$ cat src/rtl/rptr_fwft_stage.sv
// FWFT read-side output stage of the async FIFO.
// Two-entry skid keeps rinc independent of m_ready at full rate.
module rptr_fwft_stage #(
    parameter int DATASIZE = 8
) (
    input  logic                rclk,
    input  logic                rrst_n,
    input  logic                rempty,
    input  logic [DATASIZE-1:0] rdata,
    output logic                rinc,
    output logic                m_valid,
    input  logic                m_ready,
    output logic [DATASIZE-1:0] m_data,
    output logic [1:0]          m_count
);

    logic [1:0]          count_q, count_d;
    logic                valid_q, valid_d;
    logic [DATASIZE-1:0] head_q, head_d;
    logic [DATASIZE-1:0] skid_q, skid_d;
    logic                push, pop;

    // count_q[1] covers both 2 and the unreachable 3
    assign rinc    = ~rempty & ~count_q[1];
    assign push    = rinc;
    assign pop     = valid_q & m_ready;
    assign m_valid = valid_q;
    assign m_data  = head_q;
    assign m_count = count_q;

    always_comb begin
        count_d = count_q;
        head_d  = head_q;
        skid_d  = skid_q;
        unique case (count_q)
            2'd0: begin
                if (push) begin
                    head_d  = rdata;
                    count_d = 2'd1;
                end
            end
            2'd1: begin
                if (push && !pop) begin
                    skid_d  = rdata;
                    count_d = 2'd2;
                end else if (push && pop) begin
                    head_d  = rdata;
                end else if (pop) begin
                    count_d = 2'd0;
                end
            end
            default: begin
                if (pop) begin
                    head_d  = skid_q;
                    count_d = 2'd1;
                end
            end
        endcase
        valid_d = (count_d != 2'd0);
    end

    always_ff @(posedge rclk or negedge rrst_n) begin
        if (!rrst_n) begin
            count_q <= 2'd0;
            valid_q <= 1'b0;
            head_q  <= '0;
            skid_q  <= '0;
        end else begin
            count_q <= count_d;
            valid_q <= valid_d;
            head_q  <= head_d;
            skid_q  <= skid_d;
        end
    end

endmodule
$ cat config.mk
export PLATFORM = sky130hd
export DESIGN_NAME = rptr_fwft_stage
export DESIGN_NICKNAME = d
export VERILOG_FILES = /design/src/rtl/rptr_fwft_stage.sv
export SDC_FILE = /design/constraint.sdc
export NUM_CORES = 1
export LEC_CHECK = 0
export CAP_MARGIN = 20
export CORE_UTILIZATION = 49
export DETAILED_ROUTE_END_ITERATION = 10
export GPL_ROUTABILITY_DRIVEN = 0
export PLACE_DENSITY = 0.82
export REMOVE_ABC_BUFFERS = 1
export SETUP_SLACK_MARGIN = 0.1
export SYNTH_ARGS = -nofsm -noshare
export SYNTH_HDL_FRONTEND = slang
export SYNTH_SLANG_ARGS = --single-unit
$ cat constraint.sdc
create_clock -name rclk -period 2.7 [get_ports rclk]
set_input_delay 0.54 -clock rclk [delete_from_list [all_inputs] [get_ports rclk]]
set_output_delay 0.54 -clock rclk [all_outputs]
set_load 0.005 [all_outputs]
* After elaboration in Yosys (flattened, before gate mapping)
Cells that the tools add are included.
** Word-level totals
- Bits in registers :: 19
- Input port bits :: 12
- Output and inout bits :: 12
- Word-level logic and storage cells :: 31
** Cells by class
- Equality and inequality tests :: 4
- Mux-type cells :: 11
- Bitwise gates (word level) :: 4
- Reduce and logical (&&, ||, !) cells :: 8
** Operator list (number)
- $mux 8 :: 4
- $pmux 8 s2 :: 1
- $mux 2 :: 5
- $ne 2x2->1 const B :: 3
- $pmux 2 s2 :: 1
- $reduce_and 4->1 :: 1
- $reduce_bool 3->1 :: 1
- $and 1x1->1 :: 2
- $eq 2x1->1 const B :: 1
- $logic_and 1x1->1 :: 2
- $logic_not 2->1 :: 1
- $not 1->1 :: 2
- $reduce_and 2->1 :: 1
- $reduce_bool 2->1 :: 1
- $logic_not 1->1 :: 1

* Longest topological paths before layout
- Depth in word-level cells :: 7
- Depth in mapped cells :: 3
- Mapped depth without buffers :: 3

* Worst setup path before layout
No wires, ideal clock.
- Path kind :: register to register
- Start :: reg count_q[0], in the netlist m_count[0]
- End :: reg head_q[0], in the netlist m_data[0]
- Library setup time :: 0.125 ns
- Data arrival time :: 1.272 ns
- Data required time :: 2.575 ns
- Setup slack :: 1.304 ns
- Stages on the path, launching flop included :: 4
- Path buffers :: 0
- Period minus slack after synthesis :: 1.396 ns
- Cell sequence :: dfrtp_1 -> or2_1 -> a21oi_4 -> mux2_2
** Between the ends
- Cells in the longest elaborated chain, start to end :: 3
- Elaborated cells between the ends (all ways) :: 8
- Classes of those cells :: 4 x eq/ne; 1 x mux; 3 x reduce/logical
** RTL lines
- from (decl) :: RTL line 17 : logic [1:0] count_q, count_d;
- from (signal assigned) :: RTL line 69 : count_q <= count_d;
- $eq 2x1->1 / $logic_not 2->1 (equally long branches) :: RTL line 35 : unique case (count_q)
- $ne 2x2->1 (no source line) / $reduce_bool 3->1 (equally long branches)
- $reduce_and 4->1 (no source line)
- to (signal assigned) :: RTL line 66 : head_q <= '0;
- to (signal assigned) :: RTL line 71 : head_q <= head_d;
- to (decl) :: RTL line 19 : logic [DATASIZE-1:0] head_q, head_d;
Several ways; a longest one is shown, not always the timed one.
A chain may end at the register's enable or synchronous reset.

* Worst setup path after layout
- Start :: in rempty
- End :: out rinc
** Between the ends
- Cells in the longest elaborated chain, start to end :: 2
** RTL lines
- from (decl) :: RTL line 8 : input logic rempty,
- $not 1->1 :: RTL line 24 : assign rinc = ~rempty & ~count_q[1];
- $and 1x1->1 :: RTL line 24
- to (decl) :: RTL line 10 : output logic rinc,
Every way passes these cells.

==> flow_metrics.tcl <==
set metrics [dict create \
    status "finished with violations" \
    violations "design-rule violations" \
    final_cell_mix "mux2_2 (25), clkdlybuf4s50_1 (23), dfrtp_1 (19)" \
    synth_seq_area_share 0.5638 \
    synth.yosys.warnings 0 \
    min_period_over_period 0.8275 \
    drt-initial-drc-count 8 \
    grt_util_all_layers 0.1765 \
    whs_endpoint "skid_q[6]" \
    min_path_type "flip-flop to flip-flop" \
    yosysUniqueCellTypes 12 \
    layout-drive-gt1-share 0.3735 \
    post-cts-setup-buffers 0 \
    path_max_fanout 3 \
    hold_buffers 0 \
    pwr-share-comb 0.446 \
    postRouteAntennaNets 0 \
    drc 6 \
    max-vdd-ir-drop_mv 0.6613 \
    grt_pass1_wl_um 2311 \
    tightestPinTransition_ps 816.7 \
    min_delay_path_depth 1 \
    drtPass1Iterations 7 \
    setup_tns_ps 0 \
    antenna_found_initial 0 \
    wl_um 1359 \
    switching_share 0.2818 \
    row_count 14 \
    place_area_um2 1089 \
    crit_path_top_delay_cell "clkdlybuf4s50_1" \
    clk_pin_slew_ps 100 \
    port_buffers 23 \
    hold_violations 0 \
    critPathRequiredTime_ps 2160 \
    dp_hpwl_um 981.1 \
    via_count 526 \
    reg2reg_depth 3 \
    cellLeakagePower_nw 0.4600 \
    final_max_slew_viol_count 0 \
    cts_resized 0 \
    maxCapViolCount 0 \
    clock-sinks 19 \
    clock_skew_ps 1.321 \
    clockPowerShare 0.114 \
    synthesis.area_um2 843.3 \
    wl_per_cell_um 13.73 \
    grt_pass1_vias 542 \
    area_growth_pct 32.20 \
    p_int_mw 0.8607 \
    grt_max_degree 20 \
    core_area_um2 1559 \
    regToRegSetupSlack_ps 1000 \
    final-setup-viol-count 0 \
    drt-vias-per-instance 5.313 \
    stdcell_area_um2 1115 \
    max_stage_delay_ps 540 \
    cts_root_buf "clkbuf_4" \
    final_common_cell "mux2_2" \
    die_h_um 43.49 \
    arrival_ps 1690 \
    crit-reg2reg-launch "m_count[1]" \
    numCtsBuffers 3 \
    io_pins 24 \
    netlist_instances 57 \
    whs_ps 512.0 \
    rsz0062_at_grt "false" \
    power.density_nw_per_um2 1075 \
    die_w_um 43.49 \
    finalCriticalPeriod_ps 2234 \
    power_frac_seq 0.440 \
    min_from "skid_q[6]" \
    syn_area_per_cell_um2 14.79 \
    relSlewSlack 0.4539 \
    path_class "input port to primary output" \
    p_switching_mw 0.3378 \
    crit_path_frequent_cell "clkdlybuf4s50_1" \
    worstSetupEndpointType "primary output" \
    clk_path_buf_depth 2 \
    htreeDepth 1 \
    r2r-end "m_data[7]" \
    cts_tree "yes" \
    path_cells "clkdlybuf4s50_1 > nor2_1 > clkdlybuf4s50_1" \
    ys_ff_latch 19 \
    clock_latency_ps 280 \
    grt.overflow.total 0 \
    start_util 0.5409 \
    nets 96 \
    dieArea_um2 1891 \
    worstSetupStartpointType "input port" \
    fmaxAchievable_mhz 447.6 \
    diodes 0 \
]
[layout make-up]
class                      count  area (um^2)
timing repair buffer          23        230.2
multi-input combinational     37        362.8
clock buffer                   4        26.28
fill                         111        444.2
tap                           16        20.02
sequential                    19        475.5
[registers in the layout, indices dropped and copies added, names as in the netlist]
| signal | cells |
|---|---|
| skid_q | 8 |
| m_count | 2 |
| m_data | 8 |
| m_valid | 1 |
[worst max-delay path, delay by kind of cell]
family                 cells  cell delay [ps]
buffers and inverters      2              980
AND/OR/NAND/NOR            1              170
[synth_stat cells]
master	n	area share
a21bo_2	1	0.012
a21oi_1	1	0.0059
a21oi_4	1	0.019
buf_2	1	0.0059
dfrtp_1	19	0.56
mux2_2	25	0.33
nand2_1	4	0.018
nand3_2	1	0.012
nor2_1	1	0.0044
nor2b_1	1	0.0074
o22a_1	1	0.010
or2_1	1	0.0074
[how the worst max path moves through the flow]
| stage | from | endpoint | cells after the start |
|---|---|---|---|
| finish | rempty | rinc | 3 |
| global route | m_count[1] | rinc | 2 |
| CTS | rempty | rinc | 3 |
| detailed placement | rempty | rinc | 3 |
| global placement | rempty | rinc | 3 |
| floorplan | m_count[1] | m_data[0] | 3 |
[per-stage QoR]
stage                     instances  power (mW)  worst slack [ps]  utilization
after CTS                        99       1.216             445.5       0.7151
after floorplan                  56      0.8285              1167            -
after global placement           95       1.059             511.8       0.6982
final                            99       1.199             465.8       0.7151
after detailed placement         95       1.080             453.8       0.6982
after global routing             99       1.284             404.5       0.7151
[power by group through the flow]
stage | Sequential, mW | Combinational (mW) | Clock (mW)
after detailed placement | 0.536 | 0.544 | 0
after global placement | 0.528 | 0.531 | 0
after CTS | 0.530 | 0.545 | 0.140
after global routing | 0.553 | 0.581 | 0.150
final | 0.528 | 0.534 | 0.136
after floorplan | 0.523 | 0.305 | 0
[layer usage]
metal / part of all wire / global-route usage
met1: 0.46 / 0.1961
met3: 0.037 / 0.03750
met4: 0.011 / 0.1125
met2: 0.50 / 0.3061
met5: 0 / 0
[kinds of logic (layout without fill, tap and decap cells)]
kind of cell / Yosys count / after routing / share of synthesized area
buffers and inverters: 1 / 27 / 0.005929
flip-flops: 19 / 19 / 0.5638
multiplexers: 25 / 25 / 0.3338
AND/OR/NAND/NOR: 8 / 8 / 0.04896
AO/OA/AOI/OAI: 4 / 4 / 0.04748
Power figures use the tool's default switching activity.
